--- config.mk ---
export PLATFORM = sky130hd
export DESIGN_NAME = serial_addsub_seq
export DESIGN_NICKNAME = d
export VERILOG_FILES = /design/src/rtl/serial_addsub_pkg.sv /design/src/rtl/add_sub.sv /design/src/rtl/serial_addsub_seq.sv
export SDC_FILE = /design/constraint.sdc
export NUM_CORES = 1
export LEC_CHECK = 0
export BUFFER_PORTS_ARGS = -buffer_cell sky130_fd_sc_hd__clkbuf_2
export CORE_MARGIN = 2
export CORE_UTILIZATION = 24
export DETAILED_ROUTE_END_ITERATION = 6
export GPL_ROUTABILITY_DRIVEN = 0
export MAX_ROUTING_LAYER = met4
export PLACE_DENSITY = 0.48
export SYNTH_ARGS = -nofsm -noshare
export SYNTH_HDL_FRONTEND = slang
export SYNTH_SLANG_ARGS = --single-unit
--- constraint.sdc ---
create_clock -name i_clk -period 3.07 [get_ports i_clk]
set_input_delay 0 -clock i_clk [delete_from_list [all_inputs] [get_ports i_clk]]
set_output_delay 0 -clock i_clk [all_outputs]
set_load 0.03 [all_outputs]
--- src/rtl/serial_addsub_pkg.sv ---
// Shared encodings for the bit-serial add/subtract sequencer.
package serial_addsub_pkg;

    typedef enum logic [1:0] {
        ST_IDLE  = 2'd0,
        ST_SHIFT = 2'd1,
        ST_DONE  = 2'd2
    } state_t;

    localparam logic OP_ADD = 1'b0;
    localparam logic OP_SUB = 1'b1;

endpackage

--- src/rtl/add_sub.sv ---
// One-bit full adder cell; i_x=1 inverts b so a chain of these subtracts.
module add_sub (
    input  logic i_a,
    input  logic i_b,
    output logic o_sum,
    output logic o_cout,
    input  logic i_x,
    input  logic i_cin
);

    logic w_b;

    assign w_b    = i_b ^ i_x;
    assign o_sum  = i_a ^ w_b ^ i_cin;
    assign o_cout = (i_a & w_b) | (i_a & i_cin) | (w_b & i_cin);

endmodule

--- src/rtl/serial_addsub_seq.sv ---
// Feeds operands LSB-first through the add_sub cell, closing the carry loop
// in a register, and returns a parallel result with carry-out and overflow.
module serial_addsub_seq
    import serial_addsub_pkg::*;
#(
    parameter int WIDTH = 8
) (
    input  logic             i_clk,
    input  logic             i_rst,
    input  logic             i_start,
    input  logic             i_op,
    input  logic [WIDTH-1:0] i_a_in,
    input  logic [WIDTH-1:0] i_b_in,
    output logic             o_busy,
    output logic             o_done,
    output logic [WIDTH-1:0] o_result,
    output logic             o_cout,
    output logic             o_overflow
);

    localparam int CNT_W = $clog2(WIDTH) + 1;

    state_t             r_state, w_next;
    logic [WIDTH-1:0]   r_a_sr, r_b_sr, r_s_sr;
    logic [CNT_W-1:0]   r_cnt;
    logic               r_op, r_carry;
    logic [WIDTH-1:0]   r_result;
    logic               r_cout, r_overflow;

    logic               w_sum, w_cout, w_last;
    logic [WIDTH-1:0]   w_s_next;

    add_sub u_cell (
        .i_a    (r_a_sr[0]),
        .i_b    (r_b_sr[0]),
        .o_sum  (w_sum),
        .o_cout (w_cout),
        .i_x    (r_op),
        .i_cin  (r_carry)
    );

    assign w_last   = (r_cnt == CNT_W'(WIDTH - 1));
    assign w_s_next = {w_sum, r_s_sr[WIDTH-1:1]};

    always_ff @(posedge i_clk) begin
        if (i_rst) r_state <= ST_IDLE;
        else       r_state <= w_next;
    end

    always_comb begin
        w_next = r_state;
        case (r_state)
            ST_IDLE:  if (i_start) w_next = ST_SHIFT;
            ST_SHIFT: if (w_last)  w_next = ST_DONE;
            ST_DONE:  w_next = ST_IDLE;
            default:  w_next = ST_IDLE;
        endcase
    end

    always_ff @(posedge i_clk) begin
        if (i_rst) begin
            r_a_sr     <= '0;
            r_b_sr     <= '0;
            r_s_sr     <= '0;
            r_cnt      <= '0;
            r_op       <= 1'b0;
            r_carry    <= 1'b0;
            r_result   <= '0;
            r_cout     <= 1'b0;
            r_overflow <= 1'b0;
        end else begin
            case (r_state)
                ST_IDLE: begin
                    if (i_start) begin
                        r_a_sr  <= i_a_in;
                        r_b_sr  <= i_b_in;
                        r_op    <= i_op;
                        // Subtract's +1 enters as the initial carry.
                        r_carry <= i_op;
                        r_cnt   <= '0;
                    end
                end
                ST_SHIFT: begin
                    r_a_sr  <= r_a_sr >> 1;
                    r_b_sr  <= r_b_sr >> 1;
                    r_s_sr  <= w_s_next;
                    r_carry <= w_cout;
                    r_cnt   <= r_cnt + CNT_W'(1);
                    if (w_last) begin
                        r_result   <= w_s_next;
                        r_cout     <= w_cout;
                        // r_carry is still the carry into the MSB here.
                        r_overflow <= r_carry ^ w_cout;
                    end
                end
                default: ;
            endcase
        end
    end

    assign o_busy     = (r_state == ST_SHIFT);
    assign o_done     = (r_state == ST_DONE);
    assign o_result   = r_result;
    assign o_cout     = r_cout;
    assign o_overflow = r_overflow;

endmodule

======== After elaboration in Yosys (flattened, before gate mapping) ========
Cells that the tools add are included.
storage, ports and cells
  register bits ........................... 42
  logic and storage cells ................. 42
  output and inout port bits .............. 12
  bits of input ports ..................... 20
cells by class
  muxes and demuxes ....................... 11
  add/subtract/negate cells ............... 1
  reductions and logical operators ........ 6
  bitwise logic cells ..................... 9
  equal/unequal tests ..................... 5
operators with widths
  cell                 count
  $pmux 8 s2           2
  $mux 8               2
  $pmux 4 s2           1
  $reduce_and 2->1     4
  $add 4x1->4 const B  1
  $eq 4x3->1 const B   1
  $mux 2               2
  $mux 4               1
  $pmux 2 s2           1
  $xor 1x1->1          4
  $and 1x1->1          3
  $eq 2x1->1 const B   1
  $eq 2x2->1 const B   1
  $logic_not 2->1      1
  $ne 2x1->1 const B   1
  $ne 2x2->1 const B   1
  $or 1x1->1           2
  $pmux 1 s2           1
  $reduce_bool 2->1    1
  $mux 1               1

======== Depth between registers and ports, before layout ========
  word-level depth ........................ 5
  depth in mapped cells ................... 6
  mapped depth without buffers ............ 5

======== Hierarchy ========
A second synthesis with hierarchy kept.
second synthesis, totals
  cell total of the unflattened synthesis .. 207
  area, all modules ....................... 1,717.9 um^2
by module, submodules not included
  module             cells an instance  seq. area each (um^2)  area each (um^2)  times used
  serial_addsub_seq  201                820.8                  1,674.1           1
  add_sub            6                  0.0                    43.8              1

======== Worst setup path after synthesis ========
Ideal clock, no wire load.
  kind .................................... reg-to-reg
  start point ............................. register r_carry
  end point ............................... register r_carry
  library setup time ...................... 95 ps
  setup slack ............................. 1,686 ps
  arrival time ............................ 1,289 ps
  cell stages (with the launch flop) ...... 5
  buffers on the path ..................... 0
  required time ........................... 2,975 ps
  clock period less this slack ............ 1,384 ps
  path through ............................ dfxtp_1 inv_1 fa_1 a22o_1 a221oi_1
between the ends
  word-level cells in the longest chain between the ends .. 4
  elaborated cells on any way between the ends .. 5
  classes of those cells .................. 1 x mux; 4 x bitwise
ends and longest elaborated chain
  item                      RTL line                 RTL
  start: declaration        serial_addsub_seq.sv:26  logic r_op, r_carry;
  start signal: assignment  serial_addsub_seq.sv:79  r_carry <= i_op;
  start signal: assignment  serial_addsub_seq.sv:87  r_carry <= w_cout;
  $and 1x1->1               add_sub.sv:15            assign o_cout = (i_a & w_b) | (i_a & i_cin) | (w_b & i_cin);
  $or 1x1->1                add_sub.sv:15
  $or 1x1->1 *              add_sub.sv:15
  $pmux 1 s2 *              serial_addsub_seq.sv:72  case (r_state)
Every way passes the cells marked *; elsewhere a longest branch is shown, timed or not.
A chain may end at the register's enable or synchronous reset.

======== Worst setup path after layout ========
  start point ............................. register r_state[1]
  end point ............................... output o_busy
between the ends
  word-level cells in the longest chain between the ends .. 1
ends and longest elaborated chain
  item                      RTL line                  RTL
  start: declaration        serial_addsub_seq.sv:23   state_t r_state, w_next;
  start signal: assignment  serial_addsub_seq.sv:47   else r_state <= w_next;
  $eq 2x1->1                serial_addsub_seq.sv:101  assign o_busy = (r_state == ST_SHIFT);
  end: declaration          serial_addsub_seq.sv:14   output logic o_busy,
Every way passes these cells.

==> metrics.md <==
| Metric | Value |
|---|---|
| Status | finished, final reports clean |
| Adder-cell share of the synthesized area | 0.01883 |
| Grt total ovfl | 0 |
| CP arrival | 1.72 ns |
| Simple-gate area share of the yosys netlist | 0.1528 |
| Flop and latch count out of synthesis | 41 |
| PnR worst setup slack | 1.348 ns |
| CP max stage delay | 0.62 ns |
| Max-slew headroom at the worst pin | 0.5899 |
| Compound-gate portion of the synthesized area | 0.2665 |
| Gate Count Post-Synth | 200 |
| Final Max Slew Viols | 0 |
| Core footprint | 0.006869 sq mm |
| Total GRT Usage | 0.1185 |
| Root Driver | clkbuf_8 |
| Clk sinks | 41 |
| Ys flop type | dfxtp_1 |
| Min-Delay Startpoint | i_b_in[7] |
| Path type of the worst min-delay path | in -> reg |
| Hold Path Depth | 3 |
| First drt pass iteration count | 4 |
| Layout Nets | 262 |
| Effective utilization at floorplan | 0.2515 |
| Cell Rows | 30 |
| Number of buffers created by CTS | 5 |
| CTS H-tree lvls | 2 |
| Critical Path Slowest Stage Cell | dfxtp_1 |
| CTS tree | done |
| LEAKAGE | 0.0008500 uW |
| Largest family of logic cells by synthesized area | compound AO/OA/AOI/OAI gates |
| Maxcap violations | 0 |
| First-pass GRT wire length | 6844 um |
| DIE AREA | 0.007894 sq mm |
| Final min period | 1.722 ns |
| Final setup viols | 0 |
| Clock edge transition at the registers on the reported setup and hold paths | 0.07 ns |
| N_diodes | 0 |
| Setup crit start | r_state[1] |
| Worst vdd ir | 187.0 uV |
| Mux share of post-synthesis cell area | 0.005793 |
| WP buf/inv | 2 |
| Vias/cell | 4.481 |
| Number of global-route vias before repair | 1383 |
| Fmax | 580.9 MHz |
| Worst path cell trace | nand2b_4 -> inv_4 -> clkbuf_2 |
| Die height | 88.85 um |
| Share of post-route cells with drive strength above 1 | 0.1867 |
| Worst reg-to-reg setup slack | 1.46 ns |
| FF-to-FF End | r_a_sr[0] |
| Largest net degree at the start of global routing | 30 |
| # resized after CTS | 0 |
| Post-DRT Antenna Nets | 0 |
| Port Buffers | 31 |
| DPL Wire Length | 2816 um |
| Xor and xnor area share after synthesis | 0.01014 |
| Top delay family on crit path | flip-flops |
| Ys Warns | 0 |
| Layout area overhead | 26.07% |
| Core Util, Final | 0.3171 |
| Worst path required time | 3.07 ns |
| Most frequent cells in the layout | a21oi_1, dfxtp_1, clkbuf_2 |
| Syn_nets | 222 |
| I/O Pins | 32 |
| CP Max Fanout | 27 |
| Worst Hold Endpoint | r_b_sr[7] |
| Syn_area_per_cell | 8.640 sq um |
| Clk_skew | 0.004950 ns |
| Worst Setup End Kind | output port |
| Die W | 88.85 um |
| Antenna violations before repair | 0 |
| Deepest clock path buffer count | 2 |
| Routed WL | 4242 um |
| Worst skew pair latency | 0.29 ns |
| Sequential element share of the synthesized area | 0.4750 |
| Async SR Flop Fraction | 0 |
| # DRC | 0 |
| Iter 0 DRT Violations | 107 |
| Hold Vio Cnt, Final | 0 |
| FF-to-FF Start | r_state[0] |
| Routed vias | 1510 |
| Unrepaired setup endpoints after global routing | no |
| Fin Setup TNS | 0 ns |
| Place WS | 1.455 ns |
| WL/cell | 12.59 um |
| Post-synth EDFFs | 0 |
| Synth Cell Area | 0.001728 sq mm |
| Slew @ Worst Pin | 0.6151 ns |
| R2R cell count | 4 |
| Crit path kind | reg -> out |
| Final worst path period share | 0.5608 |
| Unique masters post-synth | 34 |
| CP Launch Type | flip-flop |
| Power Density | 525.4 mW/mm^2 |
| Power Total | 1145 uW |
## Yosys cell counts (2+ instances only)
cell / number / area, sq um
nor2_1: 8 / 30.03
a21oi_1: 41 / 205.2
buf_6: 5 / 56.30
a31oi_1: 3 / 18.77
nor3_1: 3 / 15.01
clkbuf_1: 4 / 15.01
buf_2: 3 / 15.01
a221oi_1: 2 / 17.52
xnor2_1: 2 / 17.52
inv_1: 4 / 15.01
nand3_1: 11 / 55.05
buf_4: 2 / 15.01
a22oi_1: 2 / 15.01
a211oi_1: 3 / 22.52
dfxtp_1: 41 / 820.8
o21ai_0: 21 / 105.1
nand2_1: 28 / 105.1
## where the power goes
group          total [uW]  internal (uW)  leakage [uW]  switching, uW
clock network         446            265     0.0000585            181
registers             573            556      0.000335           17.5
logic                 125           55.1      0.000456           69.8
total                1140            876      0.000850            269
## kinds of logic after synthesis
group | Yosys count
xor+xnor | 2
simple gates | 56
mux | 1
compound gates | 79
flops | 41
fa+ha+maj | 2
buf+inv | 19
## per-stage QoR
stage	hold WS [ns]	cells	instance area [sq um]
floorplan	0.1335	200	1728
global placement	0.2290	313	1902
detailed placement	0.2321	313	1902
CTS	0.08991	337	2178
global route	0.1003	337	2178
finish	0.08649	337	2178
## layout make-up
| cell class | instances | area, sq um |
|---|---|---|
| clock buffers | 7 | 86.33 |
| clock inverters | 1 | 30.03 |
| fillers | 727 | 4691 |
| inverters | 5 | 21.27 |
| multi-input cells | 140 | 784.5 |
| flip-flops and latches | 41 | 820.8 |
| well taps | 96 | 120.1 |
| repair buffers | 47 | 315.3 |
## repair_timing
action / in CTS / in global routing
endpoints found under the hold margin: 16 / 0
hold buffers: 16 / 0
setup endpoints to repair: 0 / 0
buffers inserted: 0 / 0
## flip-flops by register name, summed over array words and instances, names as in the netlist, 2 cells and up
| name | count |
|---|---|
| r_state | 2 |
| r_a_sr | 8 |
| r_b_sr | 8 |
| r_cnt | 4 |
| r_s_sr | 7 |
| o_result | 8 |
## tightest hold or removal path: cells and delay by family
family / cells / cell delay (ns)
compound gates: 2 / 0.24
buf+inv: 1 / 0.10
## how the worst max path moves through the flow
stage	endpoint	slack, ns	cells after the start
floorplan	r_carry	1.69	4
finish	o_busy	1.35	3
detailed placement	r_a_sr[0]	1.46	4
CTS	o_busy	1.31	3
global placement	r_a_sr[0]	1.49	4
global route	o_busy	1.22	3
## metal layers
metal | routed length, um | vias to the layer above | GRT usage
li1 | - | 779 | -
met2 | 2008 | 28 | 0.1866
met4 | 100 | 0 | 0.05510
met5 | 0 | - | -
met3 | 123 | 7 | 0.02985
met1 | 2009 | 696 | 0.1416
Note: power is estimated with default switching activity, not from simulation.
